`src/rtl/sp_ram_arbiter_if.sv`:
```
// Request/response and single-port RAM signal bundle for sp_ram_arbiter.
// slave = arbiter side, master = requesters plus RAM environment.
interface sp_ram_arbiter_if #(
  parameter int unsigned DATA_WIDTH = 8,
  parameter int unsigned ADDR_WIDTH = 8
);

  // Requester A
  logic                  a_valid;
  logic                  a_we;
  logic [ADDR_WIDTH-1:0] a_addr;
  logic [DATA_WIDTH-1:0] a_wdata;
  logic                  a_ready;
  logic                  a_rsp_valid;

  // Requester B
  logic                  b_valid;
  logic                  b_we;
  logic [ADDR_WIDTH-1:0] b_addr;
  logic [DATA_WIDTH-1:0] b_wdata;
  logic                  b_ready;
  logic                  b_rsp_valid;

  logic [DATA_WIDTH-1:0] rsp_rdata;
  logic                  busy;

  // Single-port RAM
  logic                  ram_cs;
  logic                  ram_we;
  logic                  ram_oe;
  logic [ADDR_WIDTH-1:0] ram_addr;
  logic [DATA_WIDTH-1:0] ram_wdata;
  logic [DATA_WIDTH-1:0] ram_rdata;

  modport slave (
    input  a_valid, a_we, a_addr, a_wdata,
    input  b_valid, b_we, b_addr, b_wdata,
    input  ram_rdata,
    output a_ready, a_rsp_valid, b_ready, b_rsp_valid,
    output rsp_rdata, busy,
    output ram_cs, ram_we, ram_oe, ram_addr, ram_wdata
  );

  modport master (
    output a_valid, a_we, a_addr, a_wdata,
    output b_valid, b_we, b_addr, b_wdata,
    output ram_rdata,
    input  a_ready, a_rsp_valid, b_ready, b_rsp_valid,
    input  rsp_rdata, busy,
    input  ram_cs, ram_we, ram_oe, ram_addr, ram_wdata
  );

endinterface

```
`src/rtl/sp_ram_arbiter.sv`:
```
// Two-requester arbiter in front of a single-port registered-output RAM.
// Define SP_RAM_ARB_FIXED_PRIO_EN for fixed priority (A wins ties); default is round-robin.
module sp_ram_arbiter #(
  parameter int unsigned DATA_WIDTH = 8,
  parameter int unsigned ADDR_WIDTH = 8
) (
  input logic             clk,
  input logic             rst,
  sp_ram_arbiter_if.slave bus
);

  typedef enum logic [1:0] {
    IDLE    = 2'd0,
    ACC     = 2'd1,
    RD_WAIT = 2'd2
  } state_t;

  state_t state_q, state_n;

  logic gnt_a_c, gnt_b_c;

  // Latched request attributes for the operation in flight
  logic we_q, we_n;
  logic gnt_b_q, gnt_b_n;

  logic                  ram_cs_q, ram_cs_n;
  logic                  ram_we_q, ram_we_n;
  logic                  ram_oe_q, ram_oe_n;
  logic [ADDR_WIDTH-1:0] ram_addr_q, ram_addr_n;
  logic [DATA_WIDTH-1:0] ram_wdata_q, ram_wdata_n;
  logic [DATA_WIDTH-1:0] rsp_rdata_q, rsp_rdata_n;
  logic                  a_rsp_q, a_rsp_n;
  logic                  b_rsp_q, b_rsp_n;
  logic                  busy_q, busy_n;

`ifndef SP_RAM_ARB_FIXED_PRIO_EN
  // Round-robin pointer: 1 means B was granted last, so A wins the next tie
  logic last_b_q;

  always_ff @(posedge clk) begin
    if (rst) begin
      last_b_q <= 1'b1;
    end else if (gnt_a_c || gnt_b_c) begin
      last_b_q <= gnt_b_c;
    end
  end
`endif

  // FSM state register
  always_ff @(posedge clk) begin
    if (rst) begin
      state_q <= IDLE;
    end else begin
      state_q <= state_n;
    end
  end

  // Next state, grant and next values of the registered outputs
  always_comb begin
    state_n     = state_q;
    gnt_a_c     = 1'b0;
    gnt_b_c     = 1'b0;
    we_n        = we_q;
    gnt_b_n     = gnt_b_q;
    ram_addr_n  = ram_addr_q;
    ram_wdata_n = ram_wdata_q;
    rsp_rdata_n = rsp_rdata_q;
    a_rsp_n     = 1'b0;
    b_rsp_n     = 1'b0;

    case (state_q)
      IDLE: begin
        if (!rst && (bus.a_valid || bus.b_valid)) begin
`ifdef SP_RAM_ARB_FIXED_PRIO_EN
          gnt_a_c = bus.a_valid;
`else
          gnt_a_c = bus.a_valid && (!bus.b_valid || last_b_q);
`endif
          gnt_b_c     = !gnt_a_c;
          state_n     = ACC;
          gnt_b_n     = gnt_b_c;
          we_n        = gnt_a_c ? bus.a_we    : bus.b_we;
          ram_addr_n  = gnt_a_c ? bus.a_addr  : bus.b_addr;
          ram_wdata_n = gnt_a_c ? bus.a_wdata : bus.b_wdata;
        end
      end
      ACC: begin
        state_n = we_q ? IDLE : RD_WAIT;
      end
      RD_WAIT: begin
        // RAM data issued in ACC is valid now; present it next cycle
        state_n     = IDLE;
        rsp_rdata_n = bus.ram_rdata;
        a_rsp_n     = !gnt_b_q;
        b_rsp_n     = gnt_b_q;
      end
      default: begin
        state_n = IDLE;
      end
    endcase

    ram_cs_n = (state_n == ACC) || (state_n == RD_WAIT);
    ram_we_n = (state_n == ACC) && we_n;
    ram_oe_n = ((state_n == ACC) && !we_n) || (state_n == RD_WAIT);
    busy_n   = (state_n != IDLE);
  end

  // Output and datapath registers
  always_ff @(posedge clk) begin
    if (rst) begin
      we_q        <= 1'b0;
      gnt_b_q     <= 1'b0;
      ram_cs_q    <= 1'b0;
      ram_we_q    <= 1'b0;
      ram_oe_q    <= 1'b0;
      ram_addr_q  <= '0;
      ram_wdata_q <= '0;
      rsp_rdata_q <= '0;
      a_rsp_q     <= 1'b0;
      b_rsp_q     <= 1'b0;
      busy_q      <= 1'b0;
    end else begin
      we_q        <= we_n;
      gnt_b_q     <= gnt_b_n;
      ram_cs_q    <= ram_cs_n;
      ram_we_q    <= ram_we_n;
      ram_oe_q    <= ram_oe_n;
      ram_addr_q  <= ram_addr_n;
      ram_wdata_q <= ram_wdata_n;
      rsp_rdata_q <= rsp_rdata_n;
      a_rsp_q     <= a_rsp_n;
      b_rsp_q     <= b_rsp_n;
      busy_q      <= busy_n;
    end
  end

  // Ready is an acceptance strobe in the same cycle as valid
  assign bus.a_ready     = gnt_a_c;
  assign bus.b_ready     = gnt_b_c;
  assign bus.a_rsp_valid = a_rsp_q;
  assign bus.b_rsp_valid = b_rsp_q;
  assign bus.rsp_rdata   = rsp_rdata_q;
  assign bus.busy        = busy_q;
  assign bus.ram_cs      = ram_cs_q;
  assign bus.ram_we      = ram_we_q;
  assign bus.ram_oe      = ram_oe_q;
  assign bus.ram_addr    = ram_addr_q;
  assign bus.ram_wdata   = ram_wdata_q;

endmodule

```
`src/flat_wrapper.sv`:
```
// flat-port wrapper written by rule: the top's interface ports become plain ports
module sp_ram_arbiter_flat 
#(
  parameter int unsigned DATA_WIDTH = 8,
  parameter int unsigned ADDR_WIDTH = 8
)
  (clk, rst, bus_a_valid, bus_a_we, bus_a_addr, bus_a_wdata, bus_b_valid, bus_b_we, bus_b_addr, bus_b_wdata, bus_ram_rdata, bus_a_ready, bus_a_rsp_valid, bus_b_ready, bus_b_rsp_valid, bus_rsp_rdata, bus_busy, bus_ram_cs, bus_ram_we, bus_ram_oe, bus_ram_addr, bus_ram_wdata);
  sp_ram_arbiter_if #(.DATA_WIDTH(DATA_WIDTH), .ADDR_WIDTH(ADDR_WIDTH)) bus_i ();
  input logic clk;
  input logic rst;
  input wire logic [$bits(bus_i.a_valid)-1:0] bus_a_valid;
  input wire logic [$bits(bus_i.a_we)-1:0] bus_a_we;
  input wire logic [$bits(bus_i.a_addr)-1:0] bus_a_addr;
  input wire logic [$bits(bus_i.a_wdata)-1:0] bus_a_wdata;
  input wire logic [$bits(bus_i.b_valid)-1:0] bus_b_valid;
  input wire logic [$bits(bus_i.b_we)-1:0] bus_b_we;
  input wire logic [$bits(bus_i.b_addr)-1:0] bus_b_addr;
  input wire logic [$bits(bus_i.b_wdata)-1:0] bus_b_wdata;
  input wire logic [$bits(bus_i.ram_rdata)-1:0] bus_ram_rdata;
  output wire logic [$bits(bus_i.a_ready)-1:0] bus_a_ready;
  output wire logic [$bits(bus_i.a_rsp_valid)-1:0] bus_a_rsp_valid;
  output wire logic [$bits(bus_i.b_ready)-1:0] bus_b_ready;
  output wire logic [$bits(bus_i.b_rsp_valid)-1:0] bus_b_rsp_valid;
  output wire logic [$bits(bus_i.rsp_rdata)-1:0] bus_rsp_rdata;
  output wire logic [$bits(bus_i.busy)-1:0] bus_busy;
  output wire logic [$bits(bus_i.ram_cs)-1:0] bus_ram_cs;
  output wire logic [$bits(bus_i.ram_we)-1:0] bus_ram_we;
  output wire logic [$bits(bus_i.ram_oe)-1:0] bus_ram_oe;
  output wire logic [$bits(bus_i.ram_addr)-1:0] bus_ram_addr;
  output wire logic [$bits(bus_i.ram_wdata)-1:0] bus_ram_wdata;
  assign bus_i.a_valid = bus_a_valid;
  assign bus_i.a_we = bus_a_we;
  assign bus_i.a_addr = bus_a_addr;
  assign bus_i.a_wdata = bus_a_wdata;
  assign bus_i.b_valid = bus_b_valid;
  assign bus_i.b_we = bus_b_we;
  assign bus_i.b_addr = bus_b_addr;
  assign bus_i.b_wdata = bus_b_wdata;
  assign bus_i.ram_rdata = bus_ram_rdata;
  assign bus_a_ready = bus_i.a_ready;
  assign bus_a_rsp_valid = bus_i.a_rsp_valid;
  assign bus_b_ready = bus_i.b_ready;
  assign bus_b_rsp_valid = bus_i.b_rsp_valid;
  assign bus_rsp_rdata = bus_i.rsp_rdata;
  assign bus_busy = bus_i.busy;
  assign bus_ram_cs = bus_i.ram_cs;
  assign bus_ram_we = bus_i.ram_we;
  assign bus_ram_oe = bus_i.ram_oe;
  assign bus_ram_addr = bus_i.ram_addr;
  assign bus_ram_wdata = bus_i.ram_wdata;
  sp_ram_arbiter #(.DATA_WIDTH(DATA_WIDTH), .ADDR_WIDTH(ADDR_WIDTH)) u_core (.clk(clk), .rst(rst), .bus(bus_i));
endmodule
```
`config.mk`:
```
export PLATFORM = sky130hd
export DESIGN_NAME = sp_ram_arbiter_flat
export DESIGN_NICKNAME = d
export VERILOG_FILES = /design/src/rtl/sp_ram_arbiter_if.sv /design/src/rtl/sp_ram_arbiter.sv /design/src/flat_wrapper.sv
export SDC_FILE = /design/constraint.sdc
export NUM_CORES = 1
export LEC_CHECK = 0
export ABC_AREA = 1
export CAP_MARGIN = 20
export CORE_MARGIN = 1.5
export CORE_UTILIZATION = 45
export CTS_BUF_LIST = sky130_fd_sc_hd__clkbuf_2 sky130_fd_sc_hd__clkbuf_4 sky130_fd_sc_hd__clkbuf_8
export DETAILED_ROUTE_END_ITERATION = 8
export GPL_ROUTABILITY_DRIVEN = 0
export PLACE_DENSITY = 0.88
export RECOVER_POWER = 100
export SETUP_SLACK_MARGIN = 0.5
export SLEW_MARGIN = 20
export SYNTH_ARGS = -nofsm -noshare
export SYNTH_HDL_FRONTEND = slang
export SYNTH_SLANG_ARGS = --single-unit
```
`constraint.sdc`:
```
create_clock -name clk -period 2.3 [get_ports clk]
set_clock_uncertainty 0.05 [all_clocks]
set_input_delay 0.46 -clock clk [delete_from_list [all_inputs] [get_ports clk]]
set_output_delay 0.46 -clock clk [all_outputs]
set_load 0.01 [all_outputs]
```
==> results of run 1 <==
per-layer routing:
metal / up-vias / routed length, um / track usage / part of all wire
li1: 817 / - / - / -
met1: 695 / 1570 / 0.220 / 0.40
met2: 52 / 1980 / 0.394 / 0.51
met3: 10 / 276 / 0.0649 / 0.071
met4: 0 / 68 / 0.100 / 0.017
met5: - / 0 / 0 / 0
state kept, by name (all words and copies together) (netlist names), 2 cells and up:
| name | flops |
|---|---|
| u_core.bus.rsp_rdata | 8 |
| u_core.state_q | 2 |
| u_core.bus.ram_addr | 8 |
| u_core.bus.ram_wdata | 8 |
kinds of logic (layout without fill, tap and decap cells):
family	after synthesis	after routing	share of synthesized area
flip-flops	35	35	0.438
adder cells (fa/ha/maj)	3	3	0.0235
AO/OA/AOI/OAI	28	28	0.111
buffers and inverters	20	107	0.0782
AND/OR/NAND/NOR	122	122	0.349
metrics by stage:
step / TNS [ns] / std cells / hold WS [ns] / instance area [um2] / total power (W)
after detailed placement: -0.297 / 333 / 0.379 / 2430 / 0.00104
after CTS: 0 / 341 / 0.397 / 2490 / 0.00142
after global placement: -0.223 / 333 / 0.357 / 2430 / 0.00103
final: 0 / 341 / 0.390 / 2430 / 0.00138
after floorplan: 0 / 208 / 0.351 / 1600 / 0.000864
after global routing: 0 / 341 / 0.428 / 2430 / 0.00146
power groups by stage:
stage	registers (W)	logic, W	clock network (W)
2_1_floorplan	0.000694	0.000170	0
3_3_place_gp	0.000677	0.000357	0
3_5_place_dp	0.000679	0.000366	0
4_1_cts	0.000665	0.000365	0.000393
5_1_grt	0.000669	0.000369	0.000424
6_report	0.000663	0.000336	0.000382
worst max-delay path: cells and delay by family:
kind                   cells  cell delay (ns)
buffers and inverters      2             0.47
and+or+nand+nor            3             0.47
Yosys cell counts, drive strengths merged:
cell | count | area share
a21oi | 18 | 0.075
a211oi | 1 | 0.0078
o21ai | 9 | 0.028
nand2 | 88 | 0.23
nor3 | 3 | 0.0094
dfxtp | 35 | 0.44
inv | 11 | 0.027
nand3b | 1 | 0.013
clkbuf | 2 | 0.0047
buf | 7 | 0.046
nand3 | 3 | 0.013
ha | 3 | 0.023
nor2 | 27 | 0.086
worst max path at each step:
stage / from / endpoint / slack [ns] / cells past startpoint
6_report: bus_b_valid / bus_a_ready / 0.38 / 5
2_1_floorplan: rst / bus_a_ready / 0.69 / 5
3_3_place_gp: bus_b_valid / bus_b_ready / -0.12 / 6
5_1_grt: bus_b_valid / u_core.bus.ram_wdata[7]$_SDFFE_PP0P_ / 0.28 / 9
3_5_place_dp: bus_b_valid / bus_b_ready / -0.16 / 6
4_1_cts: bus_a_valid / bus_b_ready / 0.54 / 6
final cells by class:
class,count,area share
clock buffers,8,0.0299
multi-input cells,153,0.301
well taps,46,0.0237
repair buffers,88,0.339
inverters,11,0.0180
flip-flops and latches,35,0.289
timing repair:
action	in CTS	in global routing
resized for setup	14	5
hold buffers	0	0
endpoints found under the setup margin	2	2
==> flow_summary.rst, run 1 <==
.. list-table::
   :header-rows: 1

   * - Metric
     - Value
   * - Number of cell instances on the worst register-to-register path
     - 9
   * - Synthesized instance count
     - 208
   * - Crit path DAT
     - roughly 1.4 ns
   * - Number of max-cap violations
     - 0
   * - Sequential area share after synthesis
     - 0.438
   * - Core box area
     - 3360 um2
   * - Total of fill cells in the finished design
     - between 300 and 400
   * - Pin slew with the least headroom to its limit
     - around 0.70 ns
   * - TritonCTS Buffers
     - 5
   * - Reg-to-reg critical path endpoint
     - u_core.bus.ram_addr[4]$_SDFFE_PP0P_
   * - Hold Crit Start
     - u_core.gnt_b_q$_SDFFE_PP0P_
   * - Clock root buffer master
     - sky130_fd_sc_hd__clkbuf_4
   * - Number of vias after detailed routing
     - between 1500 and 2000
   * - Net count, final
     - between 300 and 400
   * - Clock sinks
     - 35
   * - Number of buffers inserted by port buffering
     - between 70 and 80
   * - Max Root-Sink Buffers
     - 2
   * - # H-tree levels
     - 2
   * - Run status
     - completed
   * - Congestion Overflow GR
     - 0
   * - P_leak
     - 1.12 nW
   * - Clk network pwr share
     - 0.277
   * - Critical register-to-register path startpoint
     - u_core.last_b_q$_SDFFE_PP1P_
   * - Most common cell after layout, fill and taps aside
     - sky130_fd_sc_hd__nand2_1
   * - Layout overhead on the synthesized area
     - 51.8%
   * - Per-cell routed wire length
     - 11.4 um
   * - Pin count of the biggest net entering global routing
     - 28
   * - Total standard cell area after synthesis
     - 1600 um2
   * - Worst-case headroom to the max-slew limit
     - 0.535
   * - Share of total power in sequential cells
     - 0.480
   * - CTS tree
     - built
   * - Yosys cell types
     - 24
   * - Destination of the worst hold path
     - u_core.bus.a_rsp_valid$_SDFF_PP0_
   * - Crit-path max cell delay
     - ~0.3 ns
   * - Share of cells above drive strength 1
     - 0.129
   * - Area taken by multi-input logic gates
     - ~730 um2
   * - Number of DRC markers in iteration 0
     - between 60 and 70
   * - Die span in x
     - around 63 um
   * - Critical-path maximum fanout
     - 4
   * - Std cell rows
     - 21
   * - Required @ worst endpoint
     - 1.79 ns
   * - Overall global routing resource usage
     - 0.214
   * - Mean Syn Cell Area
     - roughly 7.7 um2
   * - Share of total power in combinational logic
     - 0.243
   * - Clock-pin transition on the worst setup and hold timing paths
     - 0.09 ns
   * - Number of primary I/O pins
     - 78
   * - Clock insertion delay at the later pin of the skew report
     - 0.33 ns
   * - Maximum clock rate
     - between 500 and 600 MHz
   * - Die height
     - approximately 63 um
   * - Pwr per Cell Area
     - around 570 nW/um2
   * - Cell Chain, Critical Path
     - clkdlybuf4s25_1, nor2_4, nand3b_1, nor2_1, buf_2
   * - Starting density of the core
     - 0.475
   * - Post-synthesis sequential element count
     - 35
   * - Crit path max-delay cell type
     - sky130_fd_sc_hd__clkdlybuf4s25_1
   * - Post-route DRC
     - 0
   * - Number of antenna violations at the first check in global routing
     - 0
   * - Critical path capture point type
     - primary output
   * - CP Launch Type
     - primary input
   * - Via density
     - roughly 4.6
   * - YS warnings
     - 0
   * - Number of failing setup endpoints in the final timing report
     - 0
   * - Classification of the worst setup path
     - primary input to primary output
   * - Period Utilization, post-route
     - 0.835
   * - Via count of the first global-routing pass
     - 1587
   * - Detail Route Antenna Nets
     - 0
   * - Fin crit period
     - approximately 1.9 ns
   * - Register cell area after layout
     - roughly 700 um2
   * - Post-place setup slack
     - -0.157 ns
   * - Switching power
     - 0.000369 W
   * - Count of pins over their slew limit
     - 0
   * - Worst hold path cell count
     - 1
   * - Most frequent cells in the layout
     - sky130_fd_sc_hd__nand2_1, sky130_fd_sc_hd__clkdlybuf4s50_1, sky130_fd_sc_hd__dfxtp_1
   * - # Post-CTS Setup Buffers
     - 0
   * - Number of nets produced by synthesis
     - 257
   * - Number of failing hold endpoints at the final stage
     - 0
   * - Total iterations of the first detailed-routing run
     - 4
   * - Internal power consumption
     - between 0.001 and 0.0015 W
   * - Die Area
     - 3920 um2
   * - Setup repair after global routing missed its margin
     - true
   * - Post-Route WL
     - ~3900 um
   * - Class of the tightest hold or removal check
     - flop to flop
   * - Setup slack of the most critical reg-to-reg path
     - ~0.57 ns
   * - Largest vdd supply drop
     - ~400 uV
   * - Final HPWL from detailed placement
     - 3000 um
   * - Number of antenna cells inserted
     - 0
   * - Sw Ratio
     - 0.267
   * - Global-route wire length before repair
     - roughly 6700 um
   * - Final setup slack of the worst path
     - 0.381 ns
   * - Utilization after layout
     - 0.722
Power figures use the tool's default switching activity.
==> run 2: changes to the inputs <==
- CORE_UTILIZATION: 45 -> 37
- PLACE_DENSITY: 0.88 -> 0.77
- clock period: 2.3 -> 1.6 ns (I/O delays scaled with it)
==> run 2 against run 1 <==
  * Wire length rose by 13%
  * Sequential share of layout area shrank 4.2 points
  * Worst hold slack worse by 0.013 ns
  * Register-to-register slack got worse by 0.44 ns
  * Critical path depth unchanged
  * Die area rose by 21%
  * Combinational power increased by 94%
  * Power grew 60%
  * Design area grew 17%
  * Worst setup slack got worse by 0.28 ns
  * First-iteration DRC count grew 7.7%
  * Count of clock-buffer cells in the layout fell by 2
  * Largest power group unchanged
==> flow_summary.rst, run 2 (synthesized netlist as in run 1, its figures left out) <==
.. list-table::
   :header-rows: 1

   * - Metric
     - Value
   * - Run status
     - completed
   * - Layout overhead on the synthesized area
     - 77.4%
   * - Std cell rows
     - 23 (+9.5%)
   * - P_leak
     - 1.25 nW (+11%)
   * - Routed met3 length
     - 296 um (+7.2%)
   * - Most common cell after layout, fill and taps aside
     - sky130_fd_sc_hd__nand2_1
   * - Final HPWL from detailed placement
     - 2830 um (-5.7%)
   * - Final setup TNS
     - 0 ns (unchanged)
   * - TritonCTS Buffers
     - 5 (unchanged)
   * - Pin count of the biggest net entering global routing
     - 28 (unchanged)
   * - Crit path DAT
     - 1.13 ns (-0.28 ns)
   * - Sw Ratio
     - 0.277 (+0.00992)
   * - Count of pins over their slew limit
     - 0 (unchanged)
   * - Share of total power in sequential cells
     - 0.440 (-0.040)
   * - Post-route DRC
     - 0 (unchanged)
   * - Setup slack of the most critical reg-to-reg path
     - 0.13 ns (-0.44 ns)
   * - Die span in x
     - 68.7 um (+9.8%)
   * - Number of vias after detailed routing
     - 1650 (+4.8%)
   * - Largest vdd supply drop
     - 499 uV (+24%)
   * - Worst hold path cell count
     - 1 (unchanged)
   * - Pwr per Cell Area
     - 779 nW/um2 (+37%)
   * - Class of the tightest hold or removal check
     - flop to flop
   * - Post-CTS Hold Fix Bufs
     - 0 (unchanged)
   * - Clock sinks
     - 35 (unchanged)
   * - Number of cell instances on the worst register-to-register path
     - 8 (-1)
   * - Period Utilization, post-route
     - 0.939
   * - Global-route wire length before repair
     - 6440 um (-3.7%)
   * - Utilization after layout
     - 0.694 (-0.0276)
   * - Clock root buffer master
     - sky130_fd_sc_hd__clkbuf_8
   * - CTS tree
     - built
   * - Maximum clock rate
     - about 670 MHz
   * - Pin slew with the least headroom to its limit
     - 0.277 ns (-0.421 ns)
   * - Setup repair after global routing missed its margin
     - true
   * - Detail Route Antenna Nets
     - 0 (unchanged)
   * - Detail Route met2 WL
     - 2300 um (+16%)
   * - Clock insertion delay at the later pin of the skew report
     - 0.28 ns (-0.05 ns)
   * - Final Cell Area
     - 2840 um2 (+17%)
   * - Internal power consumption
     - 0.00160 W (+58%)
   * - Via count of the first global-routing pass
     - 1441 (-9.2%)
   * - Final setup slack of the worst path
     - 0.0969 ns (-0.284 ns)
   * - Post-Route WL
     - 4380 um (+13%)
   * - Max Root-Sink Buffers
     - 2 (unchanged)
   * - Total iterations of the first detailed-routing run
     - 4 (unchanged)
   * - Number of failing setup endpoints in the final timing report
     - 0 (unchanged)
   * - Number of buffers inserted by port buffering
     - 77 (unchanged)
   * - Number of primary I/O pins
     - 78 (unchanged)
   * - Critical path capture point type
     - primary output
   * - Wl on met1
     - 1770 um (+13%)
   * - Clock-pin transition on the worst setup and hold timing paths
     - 0.06 ns (-0.03 ns)
   * - Topmost layer with routed signal wires
     - met4
   * - Placed instance area
     - 2500 um2 (+2.9%)
   * - Die height
     - 68.7 um (+9.8%)
   * - Share of total power in combinational logic
     - 0.295 (+0.052)
   * - Switching power
     - 0.000612 W (+66%)
   * - # H-tree levels
     - 2 (unchanged)
   * - Fin crit period
     - about 1.5 ns
   * - Clk network pwr share
     - 0.266 (-0.011)
   * - Starting density of the core
     - 0.391 (-0.0841)
   * - Congestion Overflow GR
     - 0 (unchanged)
   * - Classification of the worst setup path
     - primary input to primary output
   * - Total of fill cells in the finished design
     - 363 (+16%)
   * - Number of antenna violations at the first check in global routing
     - 0 (unchanged)
   * - CP Launch Type
     - primary input
   * - Critical-path maximum fanout
     - 3 (-1)
   * - Required @ worst endpoint
     - 1.23 ns (-0.56 ns)
   * - Overall global routing resource usage
     - 0.179 (-0.0348)
   * - Number of DRC markers in iteration 0
     - 70 (+7.7%)
   * - Per-cell routed wire length
     - 12.1 um (+6.1%)
   * - Via density
     - 4.56 (-1.3%)
   * - Number of failing hold endpoints at the final stage
     - 0 (unchanged)
   * - Net count, final
     - 362 (+5.5%)
   * - Post-place setup slack
     - -0.556 ns (-0.399 ns)
   * - Most frequent cells in the layout
     - sky130_fd_sc_hd__nand2_1, sky130_fd_sc_hd__clkdlybuf4s50_1, sky130_fd_sc_hd__buf_6
   * - Die Area
     - 4730 um2 (+21%)
   * - Worst-case headroom to the max-slew limit
     - 0.815 (+0.280)
   * - Number of max-cap violations
     - 0 (unchanged)
   * - Share of cells above drive strength 1
     - 0.372 (+0.243)
   * - Core box area
     - 4090 um2 (+22%)
   * - Number of antenna cells inserted
     - 0 (unchanged)
-- run 2: layout make-up --
type	count	area [um2]	area share
multi-input cells	154	907	0.320
repair buffers	106	1040	0.367
clock buffers	6	76.3	0.0269
well taps	50	62.6	0.0221
inverters	11	46.3	0.0163
flip-flops and latches	35	702	0.247
-- run 2: stage by stage --
| stage | instances | power, W | hold WS, ns |
|---|---|---|---|
| detailed placement | 341 | 0.00153 | 0.368 |
| global placement | 341 | 0.00152 | 0.360 |
| finish | 362 | 0.00221 | 0.377 |
| CTS | 353 | 0.00216 | 0.377 |
| floorplan | 208 | 0.00126 | 0.349 |
| global route | 362 | 0.00234 | 0.392 |
-- run 2: path summary, 6_finish.rpt --
kind                                                   start                              endpoint
worst max-delay path                                     rst                           bus_a_ready
worst min-delay path             u_core.gnt_b_q$_SDFFE_PP0P_     u_core.bus.a_rsp_valid$_SDFF_PP0_
worst max register to register  u_core.state_q[1]$_SDFF_PP0_  u_core.bus.ram_wdata[2]$_SDFFE_PP0P_
worst min register to register   u_core.gnt_b_q$_SDFFE_PP0P_     u_core.bus.a_rsp_valid$_SDFF_PP0_
-- run 2: critical path, stage by stage --
cell	delay (ns)
sky130_fd_sc_hd__clkdlybuf4s15_1	0.25
sky130_fd_sc_hd__nor2_4	0.20
sky130_fd_sc_hd__nand3b_4	0.13
sky130_fd_sc_hd__nor2_4	0.13
sky130_fd_sc_hd__buf_6	0.11
-- run 2: metal layers --
layer | global-route usage | up-vias
met5 | 0 | -
met4 | 0.0368 | 0
met3 | 0.0536 | 3
met2 | 0.326 | 44
met1 | 0.207 | 749
li1 | - | 854
-- run 2: timing repair --
item                       CTS  global route
buffers inserted             6             8
resized for setup          197            50
setup endpoints to repair   66            64
cloned                       0             1
pin swaps                    2             2
-- run 2: power by group through the flow --
stage / logic (W) / clock network (W) / registers, W
6_report: 0.000651 / 0.000587 / 0.000972
5_1_grt: 0.000713 / 0.000645 / 0.000977
4_1_cts: 0.000585 / 0.000605 / 0.000972
3_5_place_dp: 0.000550 / 0 / 0.000975
3_3_place_gp: 0.000544 / 0 / 0.000973
2_1_floorplan: 0.000263 / 0 / 0.000997
==> run 3: changes to the inputs <==
- ABC_AREA: 1 -> 0
- CORE_UTILIZATION: 37 -> 36
- PLACE_DENSITY: 0.77 -> 0.78
- REMOVE_ABC_BUFFERS: unset -> 1
==> run 3 against run 2 <==
  * Synthesized area decreased by 9.1%
  * Worst setup slack got worse by 0.091 ns
  * Largest power group unchanged
  * Highest routed layer unchanged
  * Sequential power rose by 2.2%
  * Via count fell by 13%
  * Critical path type unchanged
  * Synthesized cell count decreased by 27%
  * Utilization increased by 3.8 points
  * Largest cell class unchanged
  * Worst hold slack improved by 0.027 ns
  * Critical endpoint unchanged
==> flow_summary.rst, run 3 <==
.. list-table::
   :header-rows: 1

   * - Metric
     - Value
   * - Run status
     - completed
   * - Fin crit period
     - 1.59 ns (+0.0914 ns)
   * - Share of cells above drive strength 1
     - 0.461 (+0.0888)
   * - Area fraction of the dominant cell type after synthesis
     - 0.482 (+0.0437)
   * - CTS tree
     - built
   * - Clock-pin transition on the worst setup and hold timing paths
     - 0.06 ns (about the same)
   * - Per-cell routed wire length
     - 13.4 um (+11%)
   * - Post-Route WL
     - 4060 um (-7.3%)
   * - Number of antenna violations at the first check in global routing
     - 0 (unchanged)
   * - Sequential area share after synthesis
     - 0.482 (+0.0437)
   * - Via count of the first global-routing pass
     - 1368 (-5.1%)
   * - Critical-path maximum fanout
     - 4 (+1)
   * - Starting density of the core
     - 0.386 (-0.00577)
   * - Main area contributors after synthesis
     - sky130_fd_sc_hd__dfxtp_1, sky130_fd_sc_hd__mux2i_1, sky130_fd_sc_hd__a21oi_1
   * - Number of failing setup endpoints in the final timing report
     - 0 (unchanged)
   * - Max Root-Sink Buffers
     - 2 (unchanged)
   * - Layout overhead on the synthesized area
     - 90.0%
   * - Post-route DRC
     - 0 (unchanged)
   * - Clock root buffer master
     - sky130_fd_sc_hd__clkbuf_8
   * - Wl on met1
     - 1630 um (-7.9%)
   * - Detail Route met2 WL
     - 2060 um (-10%)
   * - Utilization after layout
     - 0.733 (+0.0385)
   * - Largest vdd supply drop
     - 510 uV (+2.2%)
   * - Number of DRC markers in iteration 0
     - 68 (-2.9%)
   * - Number of buffers inserted by port buffering
     - 77 (unchanged)
   * - Crit path DAT
     - 1.22 ns (+0.09 ns)
   * - Overall power consumption
     - 0.00223 W (+1.1%)
   * - Most frequent cell after synthesis
     - sky130_fd_sc_hd__dfxtp_1
   * - Top cell types by occurrence after synthesis
     - sky130_fd_sc_hd__dfxtp_1, sky130_fd_sc_hd__a21oi_1, sky130_fd_sc_hd__nand2_1
   * - Mean Syn Cell Area
     - 9.57 um2 (+24%)
   * - Maximum clock rate
     - 627 MHz (-5.7%)
   * - Synthesized instance count
     - 152 (-27%)
   * - TritonCTS Buffers
     - 5 (unchanged)
   * - Number of antenna cells inserted
     - 0 (unchanged)
   * - Post-place setup slack
     - -0.570 ns (-0.0137 ns)
   * - Register cell area after layout
     - 737 um2 (+5.0%)
   * - Number of max-cap violations
     - 0 (unchanged)
   * - Pwr per Cell Area
     - 809 nW/um2 (+3.8%)
   * - Number of vias after detailed routing
     - 1428 (-13%)
   * - Classification of the worst setup path
     - primary input to primary output
   * - Number of primary I/O pins
     - 78 (unchanged)
   * - Yosys cell types
     - 26 (+8.3%)
   * - Required @ worst endpoint
     - 1.23 ns (about the same)
   * - Crit path max-delay cell type
     - sky130_fd_sc_hd__dlygate4sd2_1
   * - Final setup slack of the worst path
     - 0.00558 ns (-0.0914 ns)
   * - Congestion Overflow GR
     - 0 (unchanged)
   * - Number of failing hold endpoints at the final stage
     - 0 (unchanged)
   * - Clock sinks
     - 35 (unchanged)
   * - Count of flip-flops with a built-in enable after synthesis
     - 0 (unchanged)
   * - Most common cell after layout, fill and taps aside
     - sky130_fd_sc_hd__clkdlybuf4s50_1
   * - P_leak
     - 1.19 nW (-4.8%)
   * - Core box area
     - 3770 um2 (-7.7%)
   * - Detail Route Antenna Nets
     - 0 (unchanged)
   * - Synth async-reset ratio
     - 0 (unchanged)
   * - Pin slew with the least headroom to its limit
     - 0.333 ns (+0.0558 ns)
   * - Die height
     - 66.6 um (-3.2%)
   * - Clock insertion delay at the later pin of the skew report
     - 0.28 ns (about the same)
   * - Period Utilization, post-route
     - 0.997 (+0.0571)
   * - Worst-case headroom to the max-slew limit
     - 0.776 (-0.0395)
   * - Cell Chain, Critical Path
     - dlygate4sd2_1, nor3_4, o21ai_4, nor2_2, buf_2
   * - Overall global routing resource usage
     - 0.186 (+0.00721)
   * - Net count, final
     - 304 (-16%)
   * - Std cell rows
     - 22 (-4.3%)
   * - Area taken by multi-input logic gates
     - 734 um2 (-19%)
   * - Total standard cell area after synthesis
     - 1450 um2 (-9.1%)
   * - Count of pins over their slew limit
     - 0 (unchanged)
   * - Die Area
     - 4430 um2 (-6.3%)
   * - Via density
     - 4.73 (+3.7%)
   * - Pin count of the biggest net entering global routing
     - 17 (-39%)
   * - Dominant synthesized flop cell
     - sky130_fd_sc_hd__dfxtp_1
   * - Most frequent cells in the layout
     - sky130_fd_sc_hd__clkdlybuf4s50_1, sky130_fd_sc_hd__buf_6, sky130_fd_sc_hd__dfxtp_2
   * - Critical path capture point type
     - primary output
   * - Crit-path max cell delay
     - 0.27 ns (+0.02 ns)
   * - Total iterations of the first detailed-routing run
     - 4 (unchanged)
   * - Routed met3 length
     - 328 um (+11%)
   * - Total of fill cells in the finished design
     - 277 (-24%)
   * - Die span in x
     - 66.6 um (-3.2%)
   * - Topmost layer with routed signal wires
     - met4
   * - CP Launch Type
     - primary input
   * - Post-synthesis sequential element count
     - 35 (unchanged)
   * - Largest area contributor in the netlist
     - sky130_fd_sc_hd__dfxtp_1
   * - Class of the tightest hold or removal check
     - flop to flop
   * - Setup repair after global routing missed its margin
     - true
   * - Final HPWL from detailed placement
     - 2450 um (-13%)
   * - YS warnings
     - 0 (unchanged)
   * - Global-route wire length before repair
     - 6130 um (-4.9%)
   * - # H-tree levels
     - 2 (unchanged)
[run 3: timing repair]
item | 4_1_cts | 5_1_grt
buffers inserted | 2 | 7
gates cloned | 3 | 3
hold buffers | 0 | 0
endpoints found under the setup margin | 66 | 65
resized for setup | 188 | 38
pin swaps | 2 | 3
endpoints found under the hold margin | 0 | 0
[run 3: metrics by stage]
| step | hold slack, ns | area (um2) | cells | TNS (ns) |
|---|---|---|---|---|
| after global placement | 0.391 | 2320 | 281 | -6.14 |
| final | 0.404 | 2760 | 302 | 0 |
| after CTS | 0.400 | 2540 | 292 | 0 |
| after floorplan | 0.339 | 1370 | 142 | 0 |
| after detailed placement | 0.394 | 2320 | 281 | -6.54 |
| after global routing | 0.431 | 2760 | 302 | -0.0694 |
[run 3: report_power, final]
group | internal (W) | leakage (nW) | switching, W
Sequential | 0.000949 | 0.298 | 0.0000445
Combinational | 0.000407 | 0.850 | 0.000248
Clock | 0.000306 | 0.0406 | 0.000280
Total | 0.00166 | 1.19 | 0.000572
[run 3: critical path, delay by kind of cell]
family | cells | cell delay, ns
buffers and inverters | 2 | 0.43
AND/OR/NAND/NOR | 2 | 0.37
AO/OA/AOI/OAI | 1 | 0.11
[run 3: cell type report]
| class | count | area share |
|---|---|---|
| well taps | 48 | 0.0217 |
| repair buffers | 106 | 0.408 |
| inverters | 4 | 0.00996 |
| clock buffers | 6 | 0.0276 |
| multi-input cells | 103 | 0.266 |
| flip-flops and latches | 35 | 0.267 |
[run 3: worst paths after layout]
kind | from | end | slack, ns | depth (start not counted)
setup / recovery | rst | bus_a_ready | 0.006 | 5
hold / removal | u_core.gnt_b_q$_SDFFE_PP0P_ | u_core.bus.a_rsp_valid$_SDFF_PP0_ | 0.40 | 1
setup reg to reg | u_core.state_q[1]$_SDFF_PP0_ | u_core.bus.ram_addr[7]$_SDFFE_PP0P_ | 0.06 | 9
hold reg to reg | u_core.gnt_b_q$_SDFFE_PP0P_ | u_core.bus.a_rsp_valid$_SDFF_PP0_ | 0.40 | 1
[run 3: kinds of logic (layout without fill, tap and decap cells)]
logic type	after synthesis	in the layout	synth area share
and+or+nand+nor	36	36	0.133
adders and majority gates	3	3	0.0258
DFF	35	35	0.482
muxes	16	16	0.110
buffers and inverters	14	116	0.0688
AOI/OAI and AO/OA	48	48	0.181
[run 3: routing by layer]
| metal | vias to the layer above | global-route usage |
|---|---|---|
| met5 | - | 0 |
| met4 | 0 | 0.0536 |
| met3 | 5 | 0.0845 |
| met2 | 61 | 0.336 |
| met1 | 633 | 0.192 |
| li1 | 729 | - |
